### config.mk
export PLATFORM = sky130hd
export DESIGN_NAME = processor_control
export DESIGN_NICKNAME = d
export VERILOG_FILES = /design/src/rtl/processor_control.sv
export SDC_FILE = /design/constraint.sdc
export NUM_CORES = 1
export LEC_CHECK = 0
export CORE_ASPECT_RATIO = 0.8
export CORE_UTILIZATION = 42
export CTS_CLUSTER_SIZE = 28
export DETAILED_ROUTE_END_ITERATION = 10
export PLACE_DENSITY = 0.79
export SLEW_MARGIN = 20
export SYNTH_ARGS = -nofsm -noshare
export SYNTH_HDL_FRONTEND = slang
export SYNTH_SLANG_ARGS = --single-unit
### constraint.sdc
create_clock -name Clock -period 1.6 [get_ports Clock]
set_input_delay 0.32 -clock Clock [delete_from_list [all_inputs] [get_ports Clock]]
set_output_delay 0.32 -clock Clock [all_outputs]
set_load 0.02 [all_outputs]
### src/rtl/processor_control.sv
// processor_control: instruction sequencing FSM for the 9-bit processor datapath.
// It captures an instruction word from Din and steps the bus selects, register
// enables, ALU controls and FPU handshake through the instruction's transfer steps.
// The optional macro FP_TIMEOUT_EN adds an FWAIT watchdog. It aborts to IDLE after
// FP_TIMEOUT cycles without FPdone and sets a sticky Err flag. When the macro is
// undefined, FWAIT waits for FPdone indefinitely and Err is tied low.
// Outputs decode from the registered state and IR. They are held low while Reset
// is high, so an interrupted instruction never completes a write or pulses Done.
module processor_control #(
    parameter int FP_TIMEOUT = 64
) (
    input  logic       Clock,
    input  logic       Reset,
    input  logic       Run,
    input  logic [8:0] Din,
    input  logic       FPdone,
    output logic       R0out,
    output logic       R1out,
    output logic       R2out,
    output logic       R3out,
    output logic       R4out,
    output logic       R5out,
    output logic       R6out,
    output logic       R7out,
    output logic       Gout,
    output logic       GFout,
    output logic       Dinout,
    output logic [7:0] Rin,
    output logic       Ain,
    output logic       Gin,
    output logic       AddSub,
    output logic       FPstart,
    output logic [1:0] FPop,
    output logic       Done,
    output logic       Busy,
    output logic       Err
);

    typedef enum logic [2:0] {IDLE, T1, T2, FWAIT, T3} state_t;

    state_t     state;
    state_t     nstate;
    logic [8:0] ir;
    logic [2:0] op;
    logic [7:0] xsel;
    logic [7:0] ysel;
    logic [7:0] rout;
    logic       isfp;

    assign op   = ir[8:6];
    assign xsel = 8'b1 << ir[5:3];
    assign ysel = 8'b1 << ir[2:0];
    assign isfp = op[2] && (op != 3'b111);

    assign {R7out, R6out, R5out, R4out, R3out, R2out, R1out, R0out} = rout;

`ifdef FP_TIMEOUT_EN
    localparam int CW = $clog2(FP_TIMEOUT + 1);
    logic [CW-1:0] cnt;
    logic          timeout;
    logic          err;
`endif

    // State register and instruction capture; IR loads only on an accepted Run in IDLE
    always_ff @(posedge Clock) begin
        if (Reset) begin
            state <= IDLE;
            ir    <= '0;
        end else begin
            state <= nstate;
            if (state == IDLE && Run) begin
                ir <= Din;
            end
        end
    end

    // Next-state and output decode from state and IR; everything stays low during Reset
    always_comb begin
        nstate  = state;
        rout    = '0;
        Gout    = 1'b0;
        GFout   = 1'b0;
        Dinout  = 1'b0;
        Rin     = '0;
        Ain     = 1'b0;
        Gin     = 1'b0;
        AddSub  = 1'b0;
        FPstart = 1'b0;
        FPop    = 2'b00;
        Done    = 1'b0;
        Busy    = 1'b0;
`ifdef FP_TIMEOUT_EN
        timeout = 1'b0;
`endif
        if (!Reset) begin
            case (state)
                IDLE: begin
                    if (Run) begin
                        nstate = T1;
                    end
                end
                T1: begin
                    Busy = 1'b1;
                    case (op)
                        3'b000: begin
                            rout   = ysel;
                            Rin    = xsel;
                            Done   = 1'b1;
                            nstate = IDLE;
                        end
                        3'b001: begin
                            Dinout = 1'b1;
                            Rin    = xsel;
                            Done   = 1'b1;
                            nstate = IDLE;
                        end
                        3'b111: begin
                            Done   = 1'b1;
                            nstate = IDLE;
                        end
                        default: begin
                            rout   = xsel;
                            Ain    = 1'b1;
                            nstate = T2;
                        end
                    endcase
                end
                T2: begin
                    Busy = 1'b1;
                    rout = ysel;
                    if (isfp) begin
                        FPstart = 1'b1;
                        FPop    = ir[7:6];
                        nstate  = FWAIT;
                    end else begin
                        Gin    = 1'b1;
                        AddSub = op[0];
                        nstate = T3;
                    end
                end
                FWAIT: begin
                    Busy = 1'b1;
                    FPop = ir[7:6];
                    if (FPdone) begin
                        nstate = T3;
                    end
`ifdef FP_TIMEOUT_EN
                    else if (cnt == CW'(FP_TIMEOUT - 1)) begin
                        timeout = 1'b1;
                        nstate  = IDLE;
                    end
`endif
                end
                T3: begin
                    Busy   = 1'b1;
                    Rin    = xsel;
                    Done   = 1'b1;
                    nstate = IDLE;
                    if (isfp) begin
                        GFout = 1'b1;
                        FPop  = ir[7:6];
                    end else begin
                        Gout = 1'b1;
                    end
                end
                default: begin
                    nstate = IDLE;
                end
            endcase
        end
    end

`ifdef FP_TIMEOUT_EN
    // FWAIT cycle counter plus sticky error flag that only Reset clears
    always_ff @(posedge Clock) begin
        if (Reset) begin
            cnt <= '0;
            err <= 1'b0;
        end else begin
            if (state == FWAIT) begin
                cnt <= cnt + CW'(1);
            end else begin
                cnt <= '0;
            end
            if (timeout) begin
                err <= 1'b1;
            end
        end
    end

    assign Err = err;
`else
    localparam int unused_fp_timeout = FP_TIMEOUT;

    assign Err = 1'b0;
`endif

endmodule

==> flow_summary.json, run 1 <==
{
  "status": "did not finish",
  "haltStage": "global routing",
  "firstError": "[ERROR DPL-0038] Utilization greater than 100%, impossible to legalize",
  "ios": 41,
  "synthDistinctLibCells": 38,
  "cts_buffers": 3,
  "synth_simple_gate_area_frac": 0.427,
  "syn_avg_cell_area_um2": 7.37,
  "async_flop_share": 0,
  "rows": 15,
  "yosys.area_share.adder": 0,
  "dp_hpwl_um": 2490,
  "clockBufferDepth": 2,
  "synth-edff-count": 0,
  "synth_compound_area_frac": 0.226,
  "yosys.area.top_type": "dfxtp_1",
  "synth_fp_nets": 147,
  "start_util": 0.450,
  "synth_xor_area_frac": 0.0177,
  "grt_worst_setup_endpoint": "R1out",
  "netlist.area_leader.share": 0.243,
  "synth_top_family_by_area": "simple AND/OR/NAND/NOR gates",
  "syn-instance-count": 134,
  "die_w_um": 56.2,
  "clockRootBuffer": "clkbuf_4",
  "grt_max_degree": 17,
  "synth-seq-cells": 12,
  "die_y_um": 45.4,
  "synthFlopType": "dfxtp_1",
  "portBuffers": 39,
  "synth.area.mux_share": 0,
  "place.gp.congestion": 0.808,
  "syn_area_um2": 987,
  "ys_seq_area_frac": 0.243,
  "synth.area.top_cells": "dfxtp_1 24%, nand2_1 8.0%, a21oi_1 6.6%",
  "yosys_warnings": 0,
  "worstEndpointType": "top-level output",
  "htreeDepth": 1,
  "cts.sinks": 12
}
-- what timing repair did --
item / in CTS
pin swaps: 21
endpoints found under the setup margin: 37
gates resized for setup: 188
setup buffers: 13
hold buffers: 0
cloned: 2
-- cell usage after synthesis (all sizes together) (3+ instances only) --
| cell | count |
|---|---|
| nor4b | 6 |
| nor2 | 14 |
| and3 | 3 |
| nor3 | 4 |
| buf | 10 |
| dfxtp | 12 |
| nor2b | 4 |
| o22ai | 4 |
| nand2b | 6 |
| nand4b | 3 |
| nand3 | 3 |
| clkbuf | 3 |
| o32ai | 4 |
| a21oi | 13 |
| nand2 | 21 |
-- through the flow --
stage,hold slack [ns],setup TNS (ns),cell area [um2],worst slack [ns],cells
after floorplan,0.456,-0.993,1120,-0.115,134
after global placement,0.482,-22.29,1670,-0.909,213
after CTS,0.520,-7.09,2000,-0.395,231
after detailed placement,0.509,-23.42,1670,-0.940,213
-- cell families after synthesis --
group / count (synthesis)
XOR/XNOR: 2
buffers and inverters: 15
AO/OA/AOI/OAI: 32
other: 1
AND/OR/NAND/NOR: 72
flip-flops: 12
==> run 2: changes to the inputs <==
--- a/config.mk
+++ b/config.mk
@@ -5,11 +5,10 @@
 export SDC_FILE = /design/constraint.sdc
 export NUM_CORES = 1
 export LEC_CHECK = 0
-export CORE_ASPECT_RATIO = 0.8
-export CORE_UTILIZATION = 42
-export CTS_CLUSTER_SIZE = 28
+export CORE_AREA = 2 2 63 65
 export DETAILED_ROUTE_END_ITERATION = 10
-export PLACE_DENSITY = 0.79
+export DIE_AREA = 0 0 65 67
+export PLACE_DENSITY_LB_ADDON = 0.15
 export SLEW_MARGIN = 20
 export SYNTH_ARGS = -nofsm -noshare
 export SYNTH_HDL_FRONTEND = slang
==> run 2 against run 1 <==
  * The flow now finishes, with violations (setup timing)
  * Area after synthesis unchanged
  * Synthesized cell count stayed put
==> flow_summary.json, run 2 <==
{
  "worstSetupStartpointType": "register",
  "p_total_uw": 1160,
  "skew_ns": 0.000508,
  "seq_area_um2": 260,
  "final_common_cell": "buf_4",
  "dp_slack_ns": -0.948,
  "drc_errors": 0,
  "grt_max_degree": 16,
  "syn-instance-count": 134,
  "hold_violations": 0,
  "syn_avg_cell_area_um2": 7.37,
  "critical_path.max_fanout": 5,
  "htreeDepth": 1,
  "final_nets": 225,
  "path_class": "reg -> out",
  "placed_area_um2": 1720,
  "wire_per_inst_um": 13.5,
  "clockRootBuffer": "clkbuf_8",
  "rows": 22,
  "post-route-period-util": 1.18,
  "r2r-end": "ir[3]$_SDFFE_PP0P_",
  "reg2reg_slack_ns": 0.07,
  "timing.rr.start": "state[2]$_SDFFE_PP0P_",
  "netlist.area_leader.share": 0.243,
  "tns_ns": -5.45,
  "drt_iter0_drc": 19,
  "synth_fp_nets": 147,
  "yosys-top-cells-count": "21 x nand2_1, 13 x a21oi_1, 13 x nor2_1",
  "critPathCaptureType": "output port",
  "p_per_area_nw_per_um2": 551,
  "min_to": "ir[6]$_SDFFE_PP0P_",
  "violations": "setup timing",
  "crit_required_ns": 1.28,
  "fin_worst_hold_slack_ns": 0.503,
  "comb_power_share": 0.451,
  "clockBufferDepth": 2,
  "reg_top3": "ir x9, state x3",
  "fill_cells": 343,
  "whs_path_depth": 2,
  "fin_area_um2": 2100,
  "async_flop_share": 0,
  "grt.total_usage": 0.157,
  "hold_class": "reg -> reg",
  "grt_pass1_wl_um": 5370,
  "synthDistinctLibCells": 38,
  "cts.sinks": 12,
  "die_w_um": 65,
  "status": "finished, violations left",
  "drt_first_pass_iters": 4,
  "setup_viol": 27,
  "hp-start": "ir[6]$_SDFFE_PP0P_",
  "layout_common_cells": "44 x buf_4, 27 x buf_6, 20 x nand2_1",
  "dieArea_um2": 4360,
  "max_freq_mhz": 528,
  "clkPwrFrac": 0.229,
  "largest_reg_flops": 9,
  "core_um2": 3610,
  "antennaDiodeCount": 0,
  "top_register": "ir",
  "arrival_ns": 1.58,
  "synth-seq-cells": 12,
  "start_util": 0.274,
  "reg2reg_depth": 5,
  "syn_area_um2": 987,
  "synth.most_common_cell": "nand2_1",
  "synth-edff-count": 0,
  "areaGrowthSynthToFinish_pct": 112,
  "cap_violations": 0,
  "cts_tree": "built",
  "via_per_inst": 4.94,
  "yosys_warnings": 0,
  "multi_input_area_um2": 962,
  "num_vias": 1275,
  "cts_buffers": 3,
  "final_max_slew_viol_count": 0,
  "p_leak_uw": 0.000812,
  "antenna_left": 0,
  "vdd_drop_max_mv": 0.367,
  "die_y_um": 67,
  "yosys.area.top_type": "dfxtp_1",
  "grt_overflow_total": 0,
  "ys_seq_area_frac": 0.243,
  "synthFlopType": "dfxtp_1",
  "ios": 41,
  "clk_latency_ns": 0.24,
  "portBuffers": 39,
  "power_frac_seq": 0.320,
  "layout-drive-gt1-share": 0.600,
  "synth.area.top_cells": "dfxtp_1 24%, nand2_1 8.0%, a21oi_1 6.6%",
  "min_period_ns": 1.90,
  "place.gp.congestion": 0.775,
  "routed_wl_um": 3490,
  "antenna_found_initial": 0,
  "dp_hpwl_um": 2440,
  "grt_pass1_vias": 1202,
  "p_int_uw": 763,
  "finalWorstSetupSlack_ns": -0.296,
  "clkTransAtPathRegs_ns": 0.05,
  "swShare": 0.341,
  "rsz0062_at_grt": "yes",
  "p_switching_uw": 394
}
[run 2: critical path, cell delays in order, from the launching register on]
cell and delay (ns):
dfxtp_4 0.37, nor4b_4 0.41, a21oi_2 0.14, buf_4 0.18, o32ai_4 0.09, buf_6 0.15
[run 2: power by group through the flow]
stage                     clock (uW)  combinational, uW  sequential, uW
after CTS                        275                461             368
after global routing             289                564             374
after global placement             0                398             367
after detailed placement           0                405             370
final                            265                522             369
after floorplan                    0                260             350
[run 2: what timing repair did]
action | 4_1_cts | 5_1_grt
setup endpoints to repair | 36 | 33
setup buffers | 8 | 8
hold buffers | 0 | 0
pin swaps | 15 | 13
cloned | 0 | 1
hold endpoints to repair | 0 | 0
gates resized for setup | 178 | 32
[run 2: area by class of cell]
class | count | area share
flip-flops and latches | 12 | 0.124
multi-input cells | 108 | 0.459
repair buffers | 85 | 0.364
clock buffers | 3 | 0.0197
inverters | 2 | 0.00477
well taps | 48 | 0.0286
[run 2: stage by stage]
stage               instances  utilization
floorplan                 134            -
global placement          239        0.477
detailed placement        239        0.477
CTS                       250        0.530
global route              258        0.582
finish                    258        0.582
[run 2: cells by family (layout without fill, tap and decap cells)]
kind of cell	Yosys count	in the layout	synth area share
AO/OA/AOI/OAI	32	32	0.226
buffers and inverters	15	90	0.0824
AND/OR/NAND/NOR	72	73	0.427
other	1	1	0.00380
XOR/XNOR	2	2	0.0177
flip-flops	12	12	0.243
[run 2: worst max-delay path by stage]
stage / startpoint / slack (ns) / cells after the start / to
after floorplan: state[1]$_SDFFE_PP0P_ / -0.12 / 4 / R3out
after global placement: Reset / -0.93 / 6 / R4out
after detailed placement: Reset / -0.95 / 6 / R4out
after CTS: state[2]$_SDFFE_PP0P_ / -0.30 / 6 / Rin[4]
after global routing: state[1]$_SDFFE_PP0P_ / -0.37 / 5 / R4out
final: ir[8]$_SDFFE_PP0P_ / -0.30 / 5 / R4out
[run 2: per-layer routing]
| metal | track usage | part of all wire |
|---|---|---|
| met2 | 0.289 | 0.54 |
| met4 | 0.0479 | 0.011 |
| met5 | 0 | 0 |
| met3 | 0.0203 | 0.039 |
| met1 | 0.188 | 0.41 |
Note: power is estimated with default switching activity, not from simulation.
